## src/rtl/nibble_frame_packer.sv

```systemverilog
// Packs WORDS_PER_FRAME consecutive 4-bit words into one wide frame with a
// running XOR parity word, and hands the frame off on a valid/ready port.
module nibble_frame_packer #(
    parameter int WORD_SIZE       = 4,
    parameter int WORDS_PER_FRAME = 8,
    parameter int CNT_WIDTH       = 3
) (
    input  logic                                 clock,
    input  logic                                 reset_n,
    input  logic                                 flush,
    input  logic                                 in_valid,
    output logic                                 in_ready,
    input  logic [WORD_SIZE-1:0]                 in_data,
    output logic                                 frame_valid,
    input  logic                                 frame_ready,
    output logic [WORD_SIZE*WORDS_PER_FRAME-1:0] frame_data,
    output logic [WORD_SIZE-1:0]                 frame_parity,
    output logic [7:0]                           frame_count
);

    localparam int FRAME_W = WORD_SIZE * WORDS_PER_FRAME;

    typedef enum logic {
        ST_COLLECT = 1'b0,
        ST_FULL    = 1'b1
    } state_t;

    state_t                 r_state;
    logic [CNT_WIDTH-1:0]   r_cnt;
    logic [FRAME_W-1:0]     r_acc;
    logic [WORD_SIZE-1:0]   r_parity;
    logic                   r_frame_valid;
    logic [FRAME_W-1:0]     r_frame_data;
    logic [WORD_SIZE-1:0]   r_frame_parity;
    logic [7:0]             r_frame_count;

    logic [FRAME_W-1:0]     w_acc_next;
    logic                   w_last;
    logic                   w_in_ready;

    function automatic logic [WORD_SIZE-1:0] parity_step(
        input logic [WORD_SIZE-1:0] acc,
        input logic [WORD_SIZE-1:0] word
    );
        return acc ^ word;
    endfunction

    // Accumulator with the incoming word dropped into the current slot.
    always_comb begin
        w_acc_next = r_acc;
        w_acc_next[int'(r_cnt)*WORD_SIZE +: WORD_SIZE] = in_data;
        w_last = (r_cnt == CNT_WIDTH'(WORDS_PER_FRAME - 1));
    end

    // Input backpressure: flush always wins, FULL only passes when the frame leaves.
    always_comb begin
        w_in_ready = 1'b0;
        if (flush) begin
            w_in_ready = 1'b0;
        end else begin
            case (r_state)
                ST_COLLECT: w_in_ready = 1'b1;
                ST_FULL:    w_in_ready = frame_ready;
                default:    w_in_ready = 1'b0;
            endcase
        end
    end

    // Collect/handoff state machine with all frame outputs registered.
    always_ff @(posedge clock or negedge reset_n) begin
        if (!reset_n) begin
            r_state        <= ST_COLLECT;
            r_cnt          <= '0;
            r_acc          <= '0;
            r_parity       <= '0;
            r_frame_valid  <= 1'b0;
            r_frame_data   <= '0;
            r_frame_parity <= '0;
            r_frame_count  <= 8'd0;
        end else begin
            case (r_state)
                ST_COLLECT: begin
                    if (flush) begin
                        r_cnt    <= '0;
                        r_parity <= '0;
                    end else if (in_valid) begin
                        r_acc <= w_acc_next;
                        if (w_last) begin
                            r_frame_data   <= w_acc_next;
                            r_frame_parity <= parity_step(r_parity, in_data);
                            r_frame_valid  <= 1'b1;
                            r_cnt          <= '0;
                            r_parity       <= '0;
                            r_state        <= ST_FULL;
                        end else begin
                            r_cnt    <= r_cnt + CNT_WIDTH'(1);
                            r_parity <= parity_step(r_parity, in_data);
                        end
                    end
                end
                ST_FULL: begin
                    if (frame_ready) begin
                        r_frame_count <= r_frame_count + 8'd1;
                        r_frame_valid <= 1'b0;
                        r_state       <= ST_COLLECT;
                        // Word arriving with the handshake starts the next frame without a bubble.
                        if (in_valid && !flush) begin
                            r_acc[WORD_SIZE-1:0] <= in_data;
                            r_cnt                <= CNT_WIDTH'(1);
                            r_parity             <= in_data;
                        end
                    end
                end
                default: begin
                    r_state       <= ST_COLLECT;
                    r_cnt         <= '0;
                    r_parity      <= '0;
                    r_frame_valid <= 1'b0;
                end
            endcase
        end
    end

    assign in_ready     = w_in_ready;
    assign frame_valid  = r_frame_valid;
    assign frame_data   = r_frame_data;
    assign frame_parity = r_frame_parity;
    assign frame_count  = r_frame_count;

endmodule

```

## config.mk

```make
export PLATFORM = sky130hd
export DESIGN_NAME = nibble_frame_packer
export DESIGN_NICKNAME = d
export VERILOG_FILES = /design/src/rtl/nibble_frame_packer.sv
export SDC_FILE = /design/constraint.sdc
export NUM_CORES = 1
export LEC_CHECK = 0
export CAP_MARGIN = 5
export CORE_MARGIN = 5
export CORE_UTILIZATION = 33
export CTS_CLUSTER_SIZE = 14
export DETAILED_ROUTE_END_ITERATION = 16
export PLACE_DENSITY = 0.52
export SLEW_MARGIN = 5
export SYNTH_ARGS = -nofsm -noshare
export SYNTH_HDL_FRONTEND = slang
export SYNTH_SLANG_ARGS = --single-unit
export TNS_END_PERCENT = 10
```

## constraint.sdc

```tcl
create_clock -name clock -period 3.1 [get_ports clock]
set_clock_uncertainty 0.2 [all_clocks]
set_input_delay 0.93 -clock clock [delete_from_list [all_inputs] [get_ports clock]]
set_output_delay 0.93 -clock clock [all_outputs]
set_load 0.01 [all_outputs]
```

Yosys cells after proc, flatten, opt, wreduce, memory -nomap -nowiden
Cells that the tools add are included.

cells by class
  $add $sub $neg = 3
  multiply operators = 0
  div/mod/pow operators = 0
  order comparisons = 0
  eq/ne operators = 7
  shift operators = 2
  mux-type cells = 28
  bitwise logic cells = 3
  reductions and logical operators = 8

operators by type and width
  kind                     count
  $neg 5->33               1
  $shift 4x33->32 const A  1
  $shiftx 4x33->32         1
  $bwmux 32                1
  $mux 4                   7
  $pmux 4 s2               2
  $mux 3                   5
  $reduce_and 4->1         3
  $mux 1                   9
  $add 8x1->8 const B      1
  $ne 2x2->1 const B       4
  $pmux 1 s2               3
  $pmux 3 s2               1
  $reduce_and 3->1         2
  $xor 4x4->4              1
  $add 3x1->3 const B      1
  $eq 3x3->1 const B       1
  $ne 3x3->1 const B       1
  $ne 2x1->1 const B       1
  $not 1->1                2
  $reduce_and 2->1         1
  $logic_and 1x1->1        1
  $logic_not 1->1          1

word-level totals
  bits in registers = 85
  latch bits = 0
  bits in writable memories = 0
  bits in read-only memories = 0
  input port bits = 9
  output and inout bits = 46
  word-level logic and storage cells = 60
  memories = 0

Longest topological paths before layout
Gate-level depths: netlist of run 1.

  depth in word-level cells = 6
  mapped depth = 8
  mapped depth without buffers = 7

Worst setup path before layout of run 1
OpenSTA, ideal clock, no wires.

  kind = reg-to-reg
  from = reg r_cnt[0]
  to = reg r_acc[3]
  setup time = 125 ps
  arrival time = 2393 ps
  data required time = 2775 ps
  setup slack = 382 ps
  cell stages (with the launch flop) = 9
  path buffers = 1
  clock period less this slack = 2718 ps
  cells stage by stage = dfrtp_1 inv_1 ha_1 ha_1 buf_2 nor2_1 nand3_4 a2111oi_4 mux2_2

on the way
  word-level cells in the longest chain between the ends = 6
  elaborated cells between the ends (all ways) = 7
  those cells by class = 1 x add/sub; 2 x shift; 4 x mux

RTL lines
  element                                                     RTL line  text
  start: declaration                                          29        logic [CNT_WIDTH-1:0] r_cnt;
  start signal: assignment                                    96        r_cnt <= r_cnt + CNT_WIDTH'(1);
  $neg 5->33 *                                                51        w_acc_next[int'(r_cnt)*WORD_SIZE +: WORD_SIZE] = in_data;
  $shiftx 4x33->32 / $shift 4x33->32 (equally long branches)  51
  $bwmux 32 *                                                 51
  $mux 4 *                                                    86        end else if (in_valid) begin
  $mux 4 *                                                    83        if (flush) begin
  $pmux 4 s2 *                                                81        case (r_state)
  end signal: assignment                                      87        r_acc <= w_acc_next;
  end signal: indexed assignment                              108       r_acc[WORD_SIZE-1:0] <= in_data;
  end: declaration                                            30        logic [FRAME_W-1:0] r_acc;

Every way passes the cells marked *; elsewhere a longest branch is shown, timed or not. The select of a mux whose other input is x is not followed.
A chain may end at the register's enable or synchronous reset.

Final worst setup path of run 1
  from = in frame_ready
  to = out in_ready

on the way
  word-level cells in the longest chain between the ends = 2

RTL lines
  element             RTL line  text
  start: declaration  15        input logic frame_ready,
  $pmux 1 s2          61        case (r_state)
  $mux 1              58        if (flush) begin
  end: declaration    12        output logic in_ready,

No other way between the ends.

==> summary.md, run 1 <==
| Metric | Value |
|---|---|
| Synth Instances | 357 |
| Max-slew headroom | 50.97% |
| Drt first pass iters | 6 |
| Routability cong. | 0.7958 |
| Hold Slack | 0.2651 ns |
| Initial antenna violation count | 0 |
| Largest net degree at the start of global routing | 50 |
| CP endpoint kind | output pin |
| ANT cells | 0 |
| Maximum clock rate | 0.3389 GHz |
| DR WL/cell | 14.99 um |
| Die height | 120.2 um |
| Met3 routed WL | 241 um |
| CP required | 1.97 ns |
| WL met1 | 4134 um |
| Vias per cell | 4.837 |
| Vias in the first global route | 2753 |
| RSZ-0062 raised after global routing | no |
| Multi-input logic area | 0.001779 mm^2 |
| Simple-gate area share of the yosys netlist | 14.08% |
| Post-DRT Antenna Nets | 0 |
| Actual slew at the worst max-slew pin | 0.7354 ns |
| Row count | 40 |
| Net Count, Synth | 374 |
| NumNets Final | 437 |
| VDD IR max | 255.2 uV |
| Hold crit path type | register to register |
| Final hold violations | 0 |
| Hold Crit Depth | 1 |
| Hpwl dp | 6141 um |
| Post-CTS setup buffer count | 0 |
| GRT Overall Usage | 12.55% |
| PD cells | 659.4 mW/mm^2 |
| Complex-gate fraction of the synthesized area | 8.120% |
| Finished Cell Area | 0.005100 mm^2 |
| Post-layout util | 42.64% |
| Worst-path clk slew | 0.06 ns |
| IO buf count | 54 |
| Htree depth | 3 |
| Total of max-cap violations | 0 |
| CTS Sinks | 85 |
| Data arrival, critical path | 1.82 ns |
| Setup CP Type | input port to output pin |
| Synth Area in XOR/XNOR | 2.405% |
| Startpoint Class | input port |
| Largest area contributor in the netlist | dfrtp_1 |
| Clock Latency Late Sink | 0.33 ns |
| Leakage power | 0.002375 uW |
| Max layer used | met4 |
| Clock buffer depth | 2 |
| Top-area cell type share of the netlist area | 53.09% |
| Area contributors post-synth | dfrtp_1, mux2_2, mux2i_1, a21oi_1, nor2_1 |
| Layout cells sized above 1 | 17.65% |
| CTS tree | yes |
| Routed WL | 8575 um |
| Ports | 55 |
| Min Tclk post-route | 2.951 ns |
| Post-Synth Adder-Cell Area | 2.498% |
| Die X | 120.2 um |
| Syn Std Cell Area | 0.004006 mm^2 |
| Main combinational cell family by area after synthesis | multiplexers |
| Yosys warning total | 0 |
| Clock Root Buffer | clkbuf_16 |
| Mux contribution to synthesized area | 17.27% |
| Post-synthesis cell type count | 35 |
| Slew Viols, Final | 0 |
| Post-Place Cell Area | 0.004807 mm^2 |
| CTS Hold Buffers Added | 0 |
| Initial cell density of the core | 33.49% |
| Status | finished clean |
| R2r worst-path depth | 7 |
| Worst-path fanout max | 2 |
| Seq/Total Area, Yosys | 53.09% |
| Final period utilization | 95.19% |
| Synth Register Bits | 85 |
| Initial DRC count | 198 |
| Pwr Total | 3363 uW |
| First-pass GRT wire length | 14350 um |
| FF+latch area | 0.002127 mm^2 |
| Syn-to-layout area delta | 27.30% |
| Core footprint | 0.01196 mm^2 |
| Die area | 0.01444 mm^2 |
| Setup violators final | 0 |
| Remaining global-route overflow | 0 |
| Total CTS buffers | 9 |
| Layout fillers | 1179 |
| Syn avg cell area | 11.22 um^2 |
| DR vias | 2767 |
| DR WL met2 | 4016 um |
| DRC | 0 |
## final cells by class
| class | count | share of cell area [%] |
|---|---|---|
| clock inverter | 4 | 0.9323 |
| sequential | 85 | 41.71 |
| tap | 147 | 3.606 |
| timing repair buffer | 71 | 13.52 |
| multi-input combinational | 246 | 34.89 |
| clock buffer | 12 | 4.833 |
| inverter | 7 | 0.5152 |
## per-layer routing
metal,vias to the layer above,GRT usage [%]
li1,1370,-
met1,1341,16.73
met2,43,19.85
met3,13,2.292
met4,0,5.798
met5,-,0
## kinds of logic after synthesis
kind of cell | count (synthesis)
and+or+nand+nor | 106
DFF | 85
muxes | 65
AOI/OAI and AO/OA | 56
buffers and inverters | 26
xor gates and xnor gates | 11
adders and majority gates | 8
## where the power goes
group / leakage (uW) / switching [uW] / internal [uW] / total, uW
logic: 0.00108 / 410 / 462 / 872
registers: 0.00115 / 114 / 1320 / 1430
clock network: 0.000143 / 413 / 644 / 1060
total: 0.00237 / 937 / 2430 / 3360
## cell usage in the layout (no fill, tap or decap), types with 9 or more instances in the layout
cell type        instances
dfrtp_1                 85
clkdlybuf4s50_1         52
nor2_1                  47
a21oi_1                 39
mux2_2                  33
mux2i_1                 32
buf_4                   16
xnor2_1                 11
o21ai_0                 11
and2_1                   9
clkbuf_16                9
## cell usage after synthesis (all sizes together)
cell type and count:
nor2b 2, buf 7, nor3b 6, inv 7, or4 1, a21o 1
o2bb2ai 2, and2b 1, and2 12, and3 6, a21oi 39, nor3 8
o21ai 11, xnor2 11, or2 1, a2111oi 1, or3b 1, nand3 4
nor2 47, o2111ai 1, o31ai 1, dfrtp 85, nand4 6, clkbuf 12
nand2b 2, mux2 33, ha 8, mux2i 32, or3 2, nand2 7
## stage by stage
step	worst slack, ns	setup TNS [ns]	cells
2_1_floorplan	0.3820	0	357
3_3_place_gp	-0.1133	-0.1133	556
3_5_place_dp	-0.1385	-0.1385	556
4_1_cts	0.1358	0	572
5_1_grt	0.09122	0	572
6_report	0.1492	0	572
## final timing paths
| check | startpoint | endpoint | slack [ns] |
|---|---|---|---|
| worst min-delay path | frame_count[7] | frame_count[7] | 0.27 |
| worst min register to register | frame_count[7] | frame_count[7] | 0.27 |
| worst max-delay path | frame_ready | in_ready | 0.15 |
| max in group asynchronous | reset_n | r_acc[20] | 1.70 |
| min in group asynchronous | reset_n | frame_count[5] | 0.36 |
| worst max register to register | r_cnt[0] | r_acc[17] | 0.49 |
## registers in the layout (all words and copies together), names as in the netlist
signal / cells
frame_parity: 4
r_acc: 32
r_parity: 4
frame_count: 8
frame_valid: 1
r_cnt: 3
r_state: 1
frame_data: 32
## worst max-delay path: stages
cell	delay, ns
clkdlybuf4s50_1	0.48
nor2_1	0.06
nor2_1	0.08
dlygate4sd2_1	0.27
## what timing repair did
action	in CTS	in global routing
gates resized for setup	1	0
setup endpoints to repair	1	0
endpoints found under the hold margin	0	0
(Power assumes the default switching activity.)
==> inputs of run 2 (changes only) <==
Settings changed: CORE_MARGIN 5 to 1.5, SLEW_MARGIN 5 to 10.
==> summary.md, run 2 (synthesis gave the netlist of run 1 again) <==
| Metric | Value |
|---|---|
| Status | finished clean |
| Die X | 113.2 um |
| Final period utilization | 94.79% |
| Slew Viols, Final | 0 |
| Hold crit path type | register to register |
| WP depth | 4 |
| Commonest non-fill, non-tap cell in the layout | dfrtp_1 |
| Ports | 55 |
| Total of max-cap violations | 0 |
| M2 GR Usage | 23.19% |
| ANT cells | 0 |
| Critical Path Most Common Cell | nor2_1 |
| Data arrival, critical path | 1.81 ns |
| Initial antenna violation count | 0 |
| Max-slew headroom | 45.99% |
| Initial cell density of the core | 33.63% |
| Core footprint | 0.01191 mm^2 |
| Total CTS buffers | 9 |
| NumNets Final | 439 |
| Final hold violations | 0 |
| Die area | 0.01281 mm^2 |
| First-pass GRT wire length | 14350 um |
| Die height | 113.2 um |
| IO buf count | 54 |
| Vias per cell | 4.826 |
| R2r worst-path depth | 7 |
| CP bufs+invs | 2 |
| Worst-path clk slew | 0.06 ns |
| CTS tree | yes |
| Drt first pass iters | 4 |
| Min Tclk post-route | 2.939 ns |
| Setup violators final | 0 |
| Placed Instances | 558 |
| PD cells | 655.8 mW/mm^2 |
| Row count | 40 |
| Gr busiest metal | met2 |
| Setup CP Type | input port to output pin |
| CP endpoint kind | output pin |
| Hpwl dp | 6046 um |
| VDD IR max | 284.0 uV |
| Startpoint Class | input port |
| Clock Latency Late Sink | 0.34 ns |
| DRC | 0 |
| Post-DRT Antenna Nets | 0 |
| Initial DRC count | 83 |
| Actual slew at the worst max-slew pin | 0.8102 ns |
| Layout fillers | 1189 |
| Htree depth | 3 |
| Most frequent cells in the layout | dfrtp_1, clkdlybuf4s50_1, nor2_1, a21oi_1, mux2_2 |
| CP max-delay cell | clkdlybuf4s50_1 |
| GRT Overall Usage | 14.49% |
| Vias in the first global route | 2861 |
| Crit path cell chain | clkdlybuf4s50_1, nor2_1, nor2_1, dlygate4sd2_1 |
| Hold Crit Depth | 1 |
| CP required | 1.97 ns |
| Met1 Use GR | 18.46% |
| Syn-to-layout area delta | 27.30% |
| DR WL/cell | 14.82 um |
| Maximum clock rate | 0.3403 GHz |
| Post-CTS setup buffer count | 0 |
| Routability cong. | 0.7743 |
| Clock Root Buffer | clkbuf_16 |
| Largest net degree at the start of global routing | 64 |
| Layout cells sized above 1 | 17.80% |
| Post-layout util | 42.82% |
| Worst-path fanout max | 2 |
| Routed WL | 8506 um |
| CTS Sinks | 85 |
| Slowest Stage Delay on Critical Path | 0.42 ns |
| RSZ-0062 raised after global routing | no |
| Delay-heaviest family, CP | buffers and inverters |
| Remaining global-route overflow | 0 |
| M3 GR Usage | 5.142% |
| DR vias | 2770 |
| Clock buffer depth | 2 |
| Leakage power | 0.002381 uW |
| CTS Hold Buffers Added | 0 |
| Fin cells | 574 |
run 2: through the flow:
| stage | TNS, ns | hold WS, ns | setup WS [ns] | total power, uW | cell area (um^2) |
|---|---|---|---|---|---|
| global route | 0 | 0.2855 | 0.08819 | 3556 | 5100 |
| floorplan | 0 | 0.2791 | 0.3820 | 1933 | 4006 |
| detailed placement | -0.1253 | 0.2648 | -0.1253 | 2334 | 4810 |
| CTS | 0 | 0.2724 | 0.1494 | 3401 | 5100 |
| finish | 0 | 0.2656 | 0.1614 | 3344 | 5100 |
| global placement | -0.1160 | 0.2613 | -0.1160 | 2315 | 4810 |
run 2: worst register-to-register path, stage by stage, from the launching register on:
cell and delay (ns):
dfrtp_1 0.35, inv_1 0.10, ha_1 0.23, ha_1 0.30, buf_4 0.18, o2111ai_2 0.23
or4_1 0.57, mux2_2 0.31
run 2: report_power, final:
group          leakage, uW  switching (uW)  internal, uW  total (uW)
combinational      0.00108             404           461         865
clock             0.000143             410           632        1040
sequential         0.00115             117          1320        1440
run 2: cell type report:
type                       instances  area [um^2]  share of cell area (%)
clock buffer                      16        291.5                   5.716
inverter                           7        26.28                  0.5152
multi-input combinational        246         1779                   34.89
sequential                        85         2127                   41.71
tap                              147        183.9                   3.606
timing repair buffer              73        691.9                   13.57
run 2: final timing paths:
check	start	endpoint	slack, ns
max in group asynchronous	reset_n	r_acc[28]	1.52
min reg2reg	frame_count[7]	frame_count[7]	0.27
min in group asynchronous	reset_n	frame_count[4]	0.49
min	frame_count[7]	frame_count[7]	0.27
max	frame_ready	in_ready	0.16
max reg2reg	r_cnt[0]	r_acc[17]	0.51
run 2: what timing repair did:
action / 4_1_cts / 5_1_grt
setup endpoints to repair: 1 / 0
gates resized for setup: 1 / 0
endpoints found under the hold margin: 0 / 0
run 2: metal layers:
metal | share of wire [%] | routed length (um)
met1 | 48 | 4107
met2 | 47 | 4017
met3 | 3.2 | 268
met4 | 1.3 | 112
met5 | 0 | 0
==> inputs of run 3 (changes only) <==
Settings changed: CTS_BUF_LIST from default to sky130_fd_sc_hd__clkbuf_4, PLACE_DENSITY 0.52 to default, PLACE_DENSITY_LB_ADDON from default to 0.12.
Clock period 3.1 ns to 2.8 ns, I/O delays scaled along.
==> summary.md, run 3 (synthesis gave the netlist of run 1 again) <==
| Metric | Value |
|---|---|
| Status | finished clean |
| Post-layout util | 42.05% |
| Die X | 113.2 um |
| Die height | 113.2 um |
| RSZ-0062 raised after global routing | no |
| Finished Cell Area | 0.005009 mm^2 |
| Post-DRT Antenna Nets | 0 |
| Core footprint | 0.01191 mm^2 |
| Ports | 55 |
| Post-CTS setup buffer count | 0 |
| CTS Hold Buffers Added | 0 |
| Total CTS buffers | 9 |
| Seq pwr share | 48.2% |
| R2R setup slack | 0.17 ns |
| Final hold violations | 0 |
| Min Tclk post-route | 2.741 ns |
| CP endpoint kind | output pin |
| Clock share of power | 22.1% |
| Initial DRC count | 148 |
| Vias per cell | 4.779 |
| Worst-path clk slew | 0.15 ns |
| Clock buffer depth | 2 |
| First-pass GRT wire length | 14410 um |
| Clock Latency Late Sink | 0.45 ns |
| Largest net degree at the start of global routing | 45 |
| GRT Overall Usage | 14.51% |
| Slew Viols, Final | 0 |
| Remaining global-route overflow | 0 |
| NumNets Final | 443 |
| Routed WL | 8511 um |
| RR Startpoint | r_cnt[0] |
| Multi-input logic area | 0.001779 mm^2 |
| Most frequent cells in the layout | dfrtp_1, clkdlybuf4s50_1, nor2_1, a21oi_1, mux2_2 |
| Sw Pwr | 1029 uW |
| Initial cell density of the core | 33.63% |
| Hpwl dp | 6256 um |
| DR WL/cell | 14.72 um |
| Actual slew at the worst max-slew pin | 0.7368 ns |
| DR vias | 2762 |
| IO buf count | 54 |
| Clock Root Buffer | clkbuf_4 |
| Total of max-cap violations | 0 |
| Reg2reg end | r_acc[2] |
| PD cells | 654.7 mW/mm^2 |
| VDD IR max | 204.7 uV |
| Crit path to | in_ready |
| Max-slew headroom | 50.88% |
| Syn-to-layout area delta | 25.02% |
| Sw frac | 31.37% |
| DRC | 0 |
| Worst-path fanout max | 2 |
| P_int | 2250 uW |
| Data arrival, critical path | 1.70 ns |
| CP required | 1.76 ns |
| Htree depth | 3 |
| Hold crit path type | input port to async pin |
| Die area | 0.01281 mm^2 |
| Setup CP Type | input port to output pin |
| Maximum clock rate | 0.3649 GHz |
| Routability cong. | 0.7316 |
| ANT cells | 0 |
| CTS tree | yes |
| Placed Instances | 562 |
| Final period utilization | 97.88% |
| Row count | 40 |
| Post-Place Cell Area | 0.004865 mm^2 |
| Drt first pass iters | 4 |
| Pwr Total | 3279 uW |
| Layout fillers | 1171 |
| Vias in the first global route | 2839 |
| CTS Sinks | 85 |
| Combinational power share | 29.7% |
| Startpoint Class | input port |
| Commonest non-fill, non-tap cell in the layout | dfrtp_1 |
| CP Launch Point | frame_ready |
| Fin cells | 578 |
| Hold Slack | 0.08639 ns |
| FF+latch area | 0.002127 mm^2 |
| Setup violators final | 0 |
| Leakage power | 0.002337 uW |
| R2r worst-path depth | 7 |
| Layout cells sized above 1 | 19.26% |
| Initial antenna violation count | 0 |
run 3: worst min path at each step:
| stage | startpoint | end | slack (ns) | cells after the start |
|---|---|---|---|---|
| CTS | reset_n | frame_count[2] | 0.08 | 1 |
| detailed placement | frame_count[7] | frame_count[7] | 0.27 | 1 |
| floorplan | r_acc[16] | r_acc[16] | 0.28 | 1 |
| finish | reset_n | frame_data[0] | 0.09 | 1 |
| global route | reset_n | frame_count[5] | 0.09 | 1 |
| global placement | frame_count[7] | frame_count[7] | 0.26 | 1 |
run 3: repair_timing:
| item | 4_1_cts | 5_1_grt |
|---|---|---|
| setup endpoints to repair | 1 | 1 |
| resized for setup | 1 | 1 |
| pin swaps | 0 | 0 |
run 3: layout make-up:
| cell class | count | area share [%] |
|---|---|---|
| tap | 147 | 3.672 |
| multi-input combinational | 246 | 35.52 |
| inverter | 7 | 0.5246 |
| clock inverter | 7 | 1.524 |
| timing repair buffer | 77 | 14.94 |
| sequential | 85 | 42.47 |
| clock buffer | 9 | 1.349 |
run 3: metrics by stage:
stage	setup WS, ns	setup TNS, ns
2_1_floorplan	0.08196	0
3_3_place_gp	-0.2360	-0.2361
3_5_place_dp	-0.2383	-0.4023
4_1_cts	0.02760	0
5_1_grt	0.01077	0
6_report	0.05931	0
run 3: power groups by stage:
stage,Sequential [uW],Clock (uW),Combinational (uW)
after floorplan,1660,0,478
after global placement,1600,0,980
after detailed placement,1610,0,989
after CTS,1590,761,993
after global routing,1610,804,1080
final,1580,724,974
run 3: worst max-delay path: stages:
cell and delay (ns):
clkdlybuf4s50_1 0.48, nor2_1 0.05, nor2_1 0.09, clkdlybuf4s15_1 0.24
run 3: per-layer routing:
layer	global-route usage (%)	part of all wire, %
met2	22.79	46
met4	6.500	2.0
met3	2.464	2.3
met5	0	0
met1	19.75	49
